==> src/rtl/fourteen_to_one_serializer_fsm.sv <==
`default_nettype none
// ============================================================================
// Module      : fourteen_to_one_serializer_fsm
// Description : FSM-controlled parallel-to-serial transmitter for the 14-bit
//               ss/data/ready/Ack link. Frames a captured word with
//               active-low ss and shifts it out MSB first. Serial data lags
//               ss by one cycle. After the frame it waits for the receiver's
//               ready and returns a one-cycle Ack. It gives up with a sticky
//               err after TIMEOUT cycles.
// Revision    : 1.0 - initial release
// ============================================================================
module fourteen_to_one_serializer_fsm #(
  parameter int WIDTH   = 14,
  parameter int TIMEOUT = 255
) (
  input  logic             clock,
  input  logic             reset,
  input  logic             start,
  input  logic [WIDTH-1:0] data_in,
  input  logic             rx_ready,
  output logic             ss,
  output logic             data_out,
  output logic             Ack,
  output logic             busy,
  output logic             done,
  output logic             err
);

  // Bit counter wide enough to hold WIDTH; wait counter wide enough for TIMEOUT.
  localparam int CNT_W = $clog2(WIDTH + 1);
  localparam int TMO_W = $clog2(TIMEOUT + 1);

  localparam logic [CNT_W-1:0] LAST_BIT  = CNT_W'(WIDTH - 1);
  localparam logic [TMO_W-1:0] LAST_WAIT = TMO_W'(TIMEOUT - 1);

  typedef enum logic [2:0] {
    IDLE     = 3'd0,
    FRAME    = 3'd1,
    TAIL     = 3'd2,
    WAIT_RDY = 3'd3,
    ACK      = 3'd4
  } state_t;

  state_t           state;
  logic [WIDTH-1:0] shift_reg;
  logic [CNT_W-1:0] bit_cnt;
  logic [TMO_W-1:0] wait_cnt;

  // Control FSM. All outputs are registered and are computed from the state
  // being entered, so each output lines up with its state without extra logic.
  always_ff @(posedge clock or posedge reset) begin
    if (reset) begin
      state     <= IDLE;
      shift_reg <= '0;
      bit_cnt   <= '0;
      wait_cnt  <= '0;
      ss        <= 1'b1;
      data_out  <= 1'b0;
      Ack       <= 1'b0;
      busy      <= 1'b0;
      done      <= 1'b0;
      err       <= 1'b0;
    end else begin
      // Ack and done are single-cycle pulses. Only the WAIT_RDY->ACK step raises them.
      Ack  <= 1'b0;
      done <= 1'b0;

      case (state)
        IDLE: begin
          ss       <= 1'b1;
          data_out <= 1'b0;
          busy     <= 1'b0;
          if (start) begin
            // Capture the word and start a fresh frame. A new frame clears
            // any previous timeout.
            shift_reg <= data_in;
            bit_cnt   <= '0;
            wait_cnt  <= '0;
            err       <= 1'b0;
            ss        <= 1'b0;
            busy      <= 1'b1;
            state     <= FRAME;
          end
        end

        FRAME: begin
          // Each FRAME cycle launches the next MSB for the following cycle.
          // The last launch (bit 0) therefore lands in TAIL, when ss is
          // already high again.
          data_out  <= shift_reg[WIDTH-1];
          shift_reg <= {shift_reg[WIDTH-2:0], 1'b0};
          if (bit_cnt == LAST_BIT) begin
            bit_cnt <= '0;
            ss      <= 1'b1;
            state   <= TAIL;
          end else begin
            bit_cnt <= bit_cnt + 1'b1;
          end
        end

        TAIL: begin
          // Bit 0 is on the line this cycle. The line idles low while waiting.
          data_out <= 1'b0;
          wait_cnt <= '0;
          state    <= WAIT_RDY;
        end

        WAIT_RDY: begin
          // rx_ready is only looked at here. Ready wins over timeout in the last wait cycle.
          if (rx_ready) begin
            Ack   <= 1'b1;
            done  <= 1'b1;
            state <= ACK;
          end else if (wait_cnt == LAST_WAIT) begin
            err   <= 1'b1;
            busy  <= 1'b0;
            state <= IDLE;
          end else begin
            wait_cnt <= wait_cnt + 1'b1;
          end
        end

        ACK: begin
          busy  <= 1'b0;
          state <= IDLE;
        end

        default: begin
          // Unused or corrupted encodings recover to a quiet idle line.
          ss       <= 1'b1;
          data_out <= 1'b0;
          busy     <= 1'b0;
          state    <= IDLE;
        end
      endcase
    end
  end

endmodule
`default_nettype wire

==> config.mk <==
export PLATFORM = sky130hd
export DESIGN_NAME = fourteen_to_one_serializer_fsm
export DESIGN_NICKNAME = d
export VERILOG_FILES = /design/src/rtl/fourteen_to_one_serializer_fsm.sv
export SDC_FILE = /design/constraint.sdc
export NUM_CORES = 1
export LEC_CHECK = 0
export CAP_MARGIN = 30
export CORE_MARGIN = 2
export CORE_UTILIZATION = 48
export CTS_CLUSTER_DIAMETER = 200
export CTS_CLUSTER_SIZE = 30
export DETAILED_ROUTE_END_ITERATION = 8
export GPL_ROUTABILITY_DRIVEN = 0
export GPL_TIMING_DRIVEN = 0
export PLACE_DENSITY = 0.71
export RECOVER_POWER = 100
export SYNTH_ARGS = -nofsm -noshare
export SYNTH_HDL_FRONTEND = slang
export SYNTH_SLANG_ARGS = --single-unit
==> constraint.sdc <==
create_clock -name clock -period 3.7 [get_ports clock]
set_input_delay 0.74 -clock clock [delete_from_list [all_inputs] [get_ports clock]]
set_output_delay 0.74 -clock clock [all_outputs]
set_load 0.01 [all_outputs]
==> results.yml, run 1 <==
routing:
  drtAntennaViolNets: 0
  detail_route.wl_per_cell_um: 14.0
  detail_route.wirelength_um: 3560
  drc: 0
  routed-via-count: 1377
  drt-vias-per-instance: 5.40
  drt-pass1-iter-count: 4
  drt-initial-drc-count: 80
sta:
  grt_setup_unrepaired: "false"
  worstMarginPinSlew_ns: 1.17
  timing.setup.tns_ns: 0
  post_route_clock_period_utilization_pct: 70.2
  slew_violations: 0
  max_freq_mhz: 385
  worst_slew_margin_rel_pct: 22.0
  finalClockSkew_ns: 0.00508
  hold_violations: 0
  setup_viol: 0
  period_needed_ns: 2.60
clock_tree:
  tritoncts_clock_tree: "yes"
  numClockSinks: 34
  worst_case_clock_buffer_depth: 2
  cts.hold.buffers_added: 0
  post_cts_resized: 0
  cts_post_setup_buffers_inserted: 0
  cts-root-buf: "clkbuf_8"
  clkLatencyLatePin_ns: 0.28
  clock_buffer_count_from_cts: 5
  clkTransAtPathRegs_ns: 0.07
  cts_h_tree_depth: 2
global_routing:
  largest_net_degree_at_the_start_of_global_routing: 23
  grt_remaining_overflow: 0
  number_of_global_route_vias_before_repair: 1392
  antenna_found_initial: 0
  grt_util_all_layers_pct: 19.2
  first_pass_grt_wire_length_um: 6110
finish:
  largest_reg_flops: 14
  n_antenna_cell: 0
  finish.net_count: 228
  flow.area_growth_from_synthesis_pct: 21.1
  final_layout_size_suffix_gt1_share_pct: 9.18
synthesis:
  synthMuxAreaShare_pct: 9.71
  synth_top_cells_by_area: "dfrtp_1 (47%), mux2i_1 (9.1%), nand2_1 (5.1%)"
  synthesis.area_per_instance_um2: 10.1
  synth-simple-area-share_pct: 17.2
  netlist_area_mm2: 0.00177
  combinational_family_with_the_most_area_after_synthesis: "simple AND/OR/NAND/NOR gates"
  synth_compound_gate_area_share_pct: 14.7
  async_set_or_reset_register_ratio_after_synthesis_pct: 100
  synthFlopType: "dfrtp_1"
  synth-edff-count: 0
  yosysUniqueCellTypes: 43
  synth_seq_area_share_pct: 48.3
  synth_xor_xnor_area_share_pct: 0.496
  synthDominantAreaCellType: "dfrtp_1"
  synthesis.instances: 175
  ys_ff_latch: 34
  yosys.area_share.adder_pct: 2.83
  synth.top_cell.area_share_pct: 46.8
  synthesized_netlist_net_count: 197
  yosysWarnings: 0
power:
  finalPower_w: 0.00152
  vdd_drop_max_mv: 0.301
  power_density_mw_per_mm2: 713
  leakage_nw: 0.923
placement:
  port_buffers: 23
  hpwl_um: 2630
worst_hold_path:
  min_path_cells: 2
  worstHoldPathType: "register to register"
floorplan:
  placement_rows: 22
  starting_density_of_the_core_pct: 49.0
  design.die.area_mm2: 0.00418
  ioPinCount: 24
  die_height_um: 64.6
  fp.dieW_um: 64.6
  core_outline_area_mm2: 0.00361
critical_path:
  worstSetupStartpointType: "input pin"
  worstRegToRegCells: 4
  worst_ep_arrival_time_ns: 2.77
  crit_path_end_kind: "register"
  required_arrival_time_at_the_worst_endpoint_ns: 3.87
  path_class: "input pin to register"
  timing.critical_path.fanout_max: 8
outcome:
  run_status: "finished, final reports clean"
run:
  drv_cap: 0
worst paths after layout:
| check | startpoint | end | slack, ns |
|---|---|---|---|
| min | shift_reg[2] | shift_reg[3] | 0.49 |
| max reg2reg | state[2] | wait_cnt[1] | 1.52 |
| min reg2reg | shift_reg[2] | shift_reg[3] | 0.49 |
| max in group asynchronous | reset | bit_cnt[1] | 1.34 |
| max | rx_ready | wait_cnt[1] | 1.10 |
| min in group asynchronous | reset | wait_cnt[5] | 0.92 |
cell usage in the layout, fill, tap and decap left out, types with 2 or more instances in the layout:
cell	n
nand2_1	24
a21o_1	2
dlygate4sd3_1	9
or2_2	2
clkdlybuf4s50_1	14
a31oi_1	3
a21oi_1	2
nand4_1	2
mux2i_1	16
o22ai_1	2
ha_1	4
nand2b_1	3
buf_6	2
nand3b_1	2
dfrtp_1	33
clkbuf_8	8
o21ai_0	21
o221ai_1	3
and3_1	2
or3_1	2
nand3_1	6
inv_1	8
clkbuf_1	6
nor2_1	10
o211ai_1	2
Yosys cell counts (4+ instances only):
master   count
dfrtp_1     33
nand2_1     24
mux2i_1     16
o21ai_0     15
nor2_1      10
inv_1        8
nand3_1      6
o21ai_1      6
buf_6        4
ha_1         4
through the flow:
| stage | area, µm² | cells | hold WS (ns) | utilization, % | worst slack, ns |
|---|---|---|---|---|---|
| 2_1_floorplan | 1770 | 175 | 0.449 | - | 2.08 |
| 3_3_place_gp | 2060 | 246 | 0.460 | 57.0 | 1.41 |
| 3_5_place_dp | 2080 | 247 | 0.476 | 57.8 | 1.37 |
| 4_1_cts | 2190 | 255 | 0.498 | 60.8 | 1.60 |
| 5_1_grt | 2140 | 255 | 0.506 | 59.3 | 0.942 |
| 6_report | 2140 | 255 | 0.490 | 59.3 | 1.10 |
worst max-delay path, cell delays in order:
cell	delay, ns
dlygate4sd3_1	0.58
inv_1	0.13
o21ai_0	0.11
o21ai_0	0.82
mux2_1	0.39
report_power, final:
| group | switching [W] | internal (W) |
|---|---|---|
| clock network | 0.000128 | 0.000188 |
| logic | 0.000347 | 0.000267 |
| registers | 0.0000875 | 0.000507 |
logic make-up after synthesis:
kind of cell             count (synthesis)
AND/OR/NAND/NOR                         60
AO/OA/AOI/OAI                           41
flip-flops                              34
buffers and inverters                   18
multiplexers                            17
adder cells (fa/ha/maj)                  4
XOR/XNOR                                 1
routing by layer:
metal / vias up / global-route usage (%) / wire length, µm
met4: 0 / 8.24 / 76
met5: - / 0 / 0
met2: 34 / 34.2 / 1790
met1: 660 / 21.3 / 1550
met3: 8 / 5.73 / 140
li1: 675 / - / -
final cells by class:
class                   count  area, µm²
plain buffers              10       73.8
clock buffers               8        110
fillers                   339       1470
inverters                   8       30.0
multi-input cells         123        778
flip-flops and latches     34        852
well taps                  48       60.1
repair buffers             24        234
Power figures use the tool's default switching activity.
==> run 2, diff against run 1 <==
PLACE_DENSITY = 0.74   (was 0.71)
clock period = 2.3 ns   (was 3.7 ns; I/O delays follow)
==> run 2 against run 1 <==
Against the previous run:
- final cell count unchanged
- die area unchanged
- wire length down 2.6%
- utilization unchanged
- clock skew up 0.0019 ns
- total power up 57%
- sequential share of layout area unchanged
- sequential power up 60%
- clock power up 43%
- critical endpoint is now shift_reg[1]
- largest cell class unchanged
- highest routed layer unchanged
==> results.yml, run 2 (synthesized netlist as in run 1, its figures left out) <==
run:
  drv_cap: 0
global_routing:
  first_pass_grt_wire_length_um: 6270
  largest_net_degree_at_the_start_of_global_routing: 26
  antenna_found_initial: 0
  number_of_global_route_vias_before_repair: 1370
  grt_util_all_layers_pct: 19.8
  grt_remaining_overflow: 0
critical_path:
  path_class: "register to register"
  worst_ep_arrival_time_ns: 2.04
  path_buf_inv: 3
  timing.critical_path.cells: "clkbuf_1 -> nor4b_1 -> buf_6 -> buf_12 -> mux2i_1 -> o21ai_0"
  timing.critical_path.fanout_max: 10
  required_arrival_time_at_the_worst_endpoint_ns: 2.45
  worstSetupStartpointType: "register"
  slowest_stage_cell_cp: "nor4b_1"
  slowest_delay_ns: 0.44
  crit_path_end_kind: "register"
  timing.critical_path.max_delay_family: "buffers and inverters"
sta:
  timing.setup.tns_ns: 0
  grt_setup_unrepaired: "false"
  period_needed_ns: 1.89
  worst_slew_margin_rel_pct: 58.9
  worstMarginPinSlew_ns: 0.617
  setup_viol: 0
  post_route_clock_period_utilization_pct: 82.2
  hold-worst-slack_ns: 0.487
  slew_violations: 0
  max_freq_mhz: 529
  finalClockSkew_ns: 0.00696
  hold_violations: 0
routing:
  routed-via-count: 1386
  detail_route.wirelength_um: 3470
  drc: 0
  drt-pass1-iter-count: 4
  drt-vias-per-instance: 5.44
  detail_route.wl_per_cell_um: 13.6
  drt-initial-drc-count: 133
  drtAntennaViolNets: 0
floorplan:
  core_outline_area_mm2: 0.00361
  placement_rows: 22
  design.die.area_mm2: 0.00418
  starting_density_of_the_core_pct: 49.0
  die_height_um: 64.6
  ioPinCount: 24
  fp.dieW_um: 64.6
clock_tree:
  post_cts_resized: 0
  worst_case_clock_buffer_depth: 2
  cts-root-buf: "clkbuf_8"
  tritoncts_clock_tree: "yes"
  cts.hold.buffers_added: 0
  clkLatencyLatePin_ns: 0.29
  clkTransAtPathRegs_ns: 0.07
  cts_post_setup_buffers_inserted: 0
  clock_buffer_count_from_cts: 5
  numClockSinks: 34
  cts_h_tree_depth: 2
finish:
  layout.area.seq_um2: 852
  final_layout_size_suffix_gt1_share_pct: 11.1
  finish.net_count: 228
  n_antenna_cell: 0
  mostFrequentLayoutCell: "dfrtp_1"
  layout_common_cells: "dfrtp_1 (33), nand2_1 (24), o21ai_0 (19)"
  final.fill_count: 322
  flow.area_growth_from_synthesis_pct: 21.1
  largest_reg_flops: 14
  multi_input_area_um2: 787
outcome:
  run_status: "finished, final reports clean"
power:
  leakage_nw: 0.931
  vdd_drop_max_mv: 0.496
  finalPower_w: 0.00239
  power_density_mw_per_mm2: 1120
placement:
  hpwl_um: 2560
  port_buffers: 23
worst_hold_path:
  worstHoldPathType: "register to register"
-- run 2: changes by cell type in the layout (fill, tap and decap cells not counted), sizes merged --
cell and delta:
clkbuf -3, clkinv +1, clkdlybuf4s50 +2, buf +2
dlygate4sd3 -2
-- run 2: path summary, 6_finish.rpt --
path,slack [ns],end,startpoint,depth (start not counted)
worst max register to register,0.41,shift_reg[1],state[1],6
worst min register to register,0.49,shift_reg[7],shift_reg[6],2
worst min-delay path,0.49,shift_reg[7],shift_reg[6],2
max in group asynchronous,0.78,shift_reg[8],reset,3
worst max-delay path,0.41,shift_reg[1],state[1],6
min in group asynchronous,0.60,err,reset,2
-- run 2: final cells by class --
cell class                 instances  area share (%)
sequential                        34            39.8
multi-input combinational        123            36.8
timing repair buffer              24            11.0
clock buffer                       7            4.04
buffer                            10            3.86
tap                               48            2.81
inverter                           8            1.40
clock inverter                     1           0.234
-- run 2: power breakdown --
| group | switching (W) | leakage [nW] | internal, W |
|---|---|---|---|
| clock | 0.000211 | 0.0482 | 0.000241 |
| combinational | 0.000555 | 0.439 | 0.000436 |
| sequential | 0.000137 | 0.443 | 0.000815 |
-- run 2: layer usage --
layer | vias to the layer above | share of wire [%] | track usage, % | wire [µm]
li1 | 678 | - | - | -
met1 | 669 | 43 | 23.7 | 1510
met2 | 33 | 50 | 33.6 | 1740
met5 | - | 0 | 0 | 0
met3 | 6 | 4.6 | 5.38 | 160
met4 | 0 | 1.8 | 7.98 | 61
-- run 2: worst reg2reg max path: stages, from the launching register on --
cell      delay, ns
dfrtp_1        0.38
clkbuf_1       0.24
nor4b_1        0.44
buf_6          0.24
buf_12         0.16
mux2i_1        0.20
o21ai_0        0.10
-- run 2: per-stage QoR --
step | instance area, µm² | instances | utilization (%) | worst slack [ns]
global route | 2140 | 255 | 59.3 | 0.276
global placement | 2060 | 246 | 57.0 | 0.278
CTS | 2170 | 255 | 60.3 | 0.481
floorplan | 1770 | 175 | - | 0.816
finish | 2140 | 255 | 59.3 | 0.409
detailed placement | 2080 | 247 | 57.8 | 0.223
==> run 3, diff against run 2 <==
clock period = 1.6 ns   (was 2.3 ns; I/O delays follow)
==> run 3 against run 2 <==
Against the previous run:
- utilization increased by 4.3 points
- non-clock buffer count rose by 10
- clock power grew 44%
- via count is 3.9% higher
- worst hold slack worse by 0.0056 ns
- critical path type unchanged
- highest routed layer unchanged
==> results.yml, run 3 (synthesized netlist as in run 1, its figures left out) <==
outcome:
  run_status: "finished, final reports clean"
finish:
  finish.net_count: 238
  final_layout_size_suffix_gt1_share_pct: 18.9
  flow.area_growth_from_synthesis_pct: 29.8
  layout_common_cells: "dfrtp_1 (32), nand2_1 (24), clkdlybuf4s50_1 (20)"
  mostFrequentLayoutCell: "dfrtp_1"
  final.fill_count: 295
  layout.area.seq_um2: 853
  n_antenna_cell: 0
  multi_input_area_um2: 831
  largest_reg_flops: 14
  final_cell_count_no_fill: 265
clock_tree:
  clock_buffer_count_from_cts: 5
  numClockSinks: 34
  clkTransAtPathRegs_ns: 0.07
  cts-root-buf: "clkbuf_8"
  worst_case_clock_buffer_depth: 2
  tritoncts_clock_tree: "yes"
  clkLatencyLatePin_ns: 0.29
  cts_h_tree_depth: 2
  cts.hold.buffers_added: 0
power:
  leakage_nw: 1.01
  power_density_mw_per_mm2: 1630
  finalPower_w: 0.00374
  vdd_drop_max_mv: 0.732
global_routing:
  number_of_global_route_vias_before_repair: 1376
  antenna_found_initial: 0
  grt_remaining_overflow: 0
  grt_util_all_layers_pct: 19.8
  largest_net_degree_at_the_start_of_global_routing: 26
  first_pass_grt_wire_length_um: 6300
placement:
  hpwl_um: 2560
  preCtsSetupSlack_ns: -0.337
  port_buffers: 23
  place_inst: 247
worst_hold_path:
  worstHoldPathType: "register to register"
  hold-path-endpoint: "shift_reg[8]"
  min_path_cells: 2
  hold_path_startpoint: "shift_reg[7]"
sta:
  worstMarginPinSlew_ns: 0.465
  period_needed_ns: 1.56
  max_freq_mhz: 643
  hold_violations: 0
  setup_viol: 0
  worst_slew_margin_rel_pct: 69.0
  setup_ws_ns: 0.0449
  finalClockSkew_ns: 0.00559
  post_route_clock_period_utilization_pct: 97.2
  hold-worst-slack_ns: 0.482
  timing.setup.tns_ns: 0
  slew_violations: 0
critical_path:
  worstRegToRegCells: 4
  path_class: "register to register"
  required_arrival_time_at_the_worst_endpoint_ns: 1.77
  timing.critical_path.max_delay_family: "flip-flops"
  timing.critical_path.fanout_max: 10
  worstSetupStartpointType: "register"
  path_buf_inv: 1
  crit_path_end_kind: "register"
  worst-r2r-setup-slack_ns: 0.04
  rr_startpoint: "state[2]"
  worst_ep_arrival_time_ns: 1.73
  slowest_stage_cell_cp: "dfrtp_2"
  reg2reg_to: "wait_cnt[1]"
  slowest_delay_ns: 0.45
  timing.critical_path.cells: "buf_2 -> nand2b_1 -> o21ai_4 -> mux2_1"
floorplan:
  design.die.area_mm2: 0.00418
  starting_density_of_the_core_pct: 49.0
  fp.dieW_um: 64.6
  placement_rows: 22
  die_height_um: 64.6
  ioPinCount: 24
  core_outline_area_mm2: 0.00361
routing:
  drt-vias-per-instance: 5.43
  drt-initial-drc-count: 93
  routed-via-count: 1440
  drt-pass1-iter-count: 4
  detail_route.wirelength_um: 3700
  drc: 0
  drtAntennaViolNets: 0
  detail_route.wl_per_cell_um: 13.9
run:
  drv_cap: 0
-- run 3: cell count changes in the layout (fill, tap and decap cells not counted), sizes merged --
cell / before / now
dlymetal6s2s: 0 / 1
dlygate4sd3: 7 / 1
clkbuf: 11 / 9
buf: 7 / 19
clkdlybuf4s50: 16 / 20
dlygate4sd2: 0 / 1
-- run 3: layer usage --
layer  track usage, %  wire length (µm)
met5                0                 0
met1             23.6              1610
met3             5.38               157
met2             34.0              1860
met4             7.98                61
-- run 3: stage by stage --
step                instance area, µm²  util (%)
floorplan                         1770         -
global placement                  2060      57.0
detailed placement                2080      57.8
CTS                               2200      61.1
global route                      2290      63.6
finish                            2290      63.6
-- run 3: where the power goes --
| part | internal [W] | leakage [nW] | switching [W] |
|---|---|---|---|
| registers | 0.00117 | 0.442 | 0.000205 |
| logic | 0.000822 | 0.525 | 0.000889 |
| clock network | 0.000347 | 0.0482 | 0.000305 |
| total | 0.00234 | 1.01 | 0.00140 |
-- run 3: final cells by class --
cell class / instances / share of cell area (%)
inverter: 8 / 1.31
clock buffer: 7 / 3.77
tap: 48 / 2.62
timing repair buffer: 34 / 14.6
clock inverter: 1 / 0.218
buffer: 10 / 4.04
sequential: 34 / 37.2
multi-input combinational: 123 / 36.2
-- run 3: worst max path at each step --
stage                 from             to  slack (ns)  cells after the start
2_1_floorplan  wait_cnt[0]    wait_cnt[1]        0.12                      6
3_3_place_gp         start  shift_reg[13]       -0.28                      6
3_5_place_dp         start   shift_reg[1]       -0.34                      6
4_1_cts        wait_cnt[0]    wait_cnt[1]       -0.03                      6
5_1_grt           state[1]   shift_reg[9]       -0.02                      6
6_report          state[2]    wait_cnt[1]        0.04                      4
-- run 3: worst min-delay path: cells and delay by family (launching register included) --
kind / cells / cell delay, ns
AO/OA/AOI/OAI: 1 / 0.06
flip-flops: 1 / 0.34
AND/OR/NAND/NOR: 1 / 0.05
-- run 3: what timing repair did --
item,4_1_cts,5_1_grt
pin swaps,0,2
buffers inserted,3,7
endpoints found under the setup margin,6,19
gates resized for setup,2,13
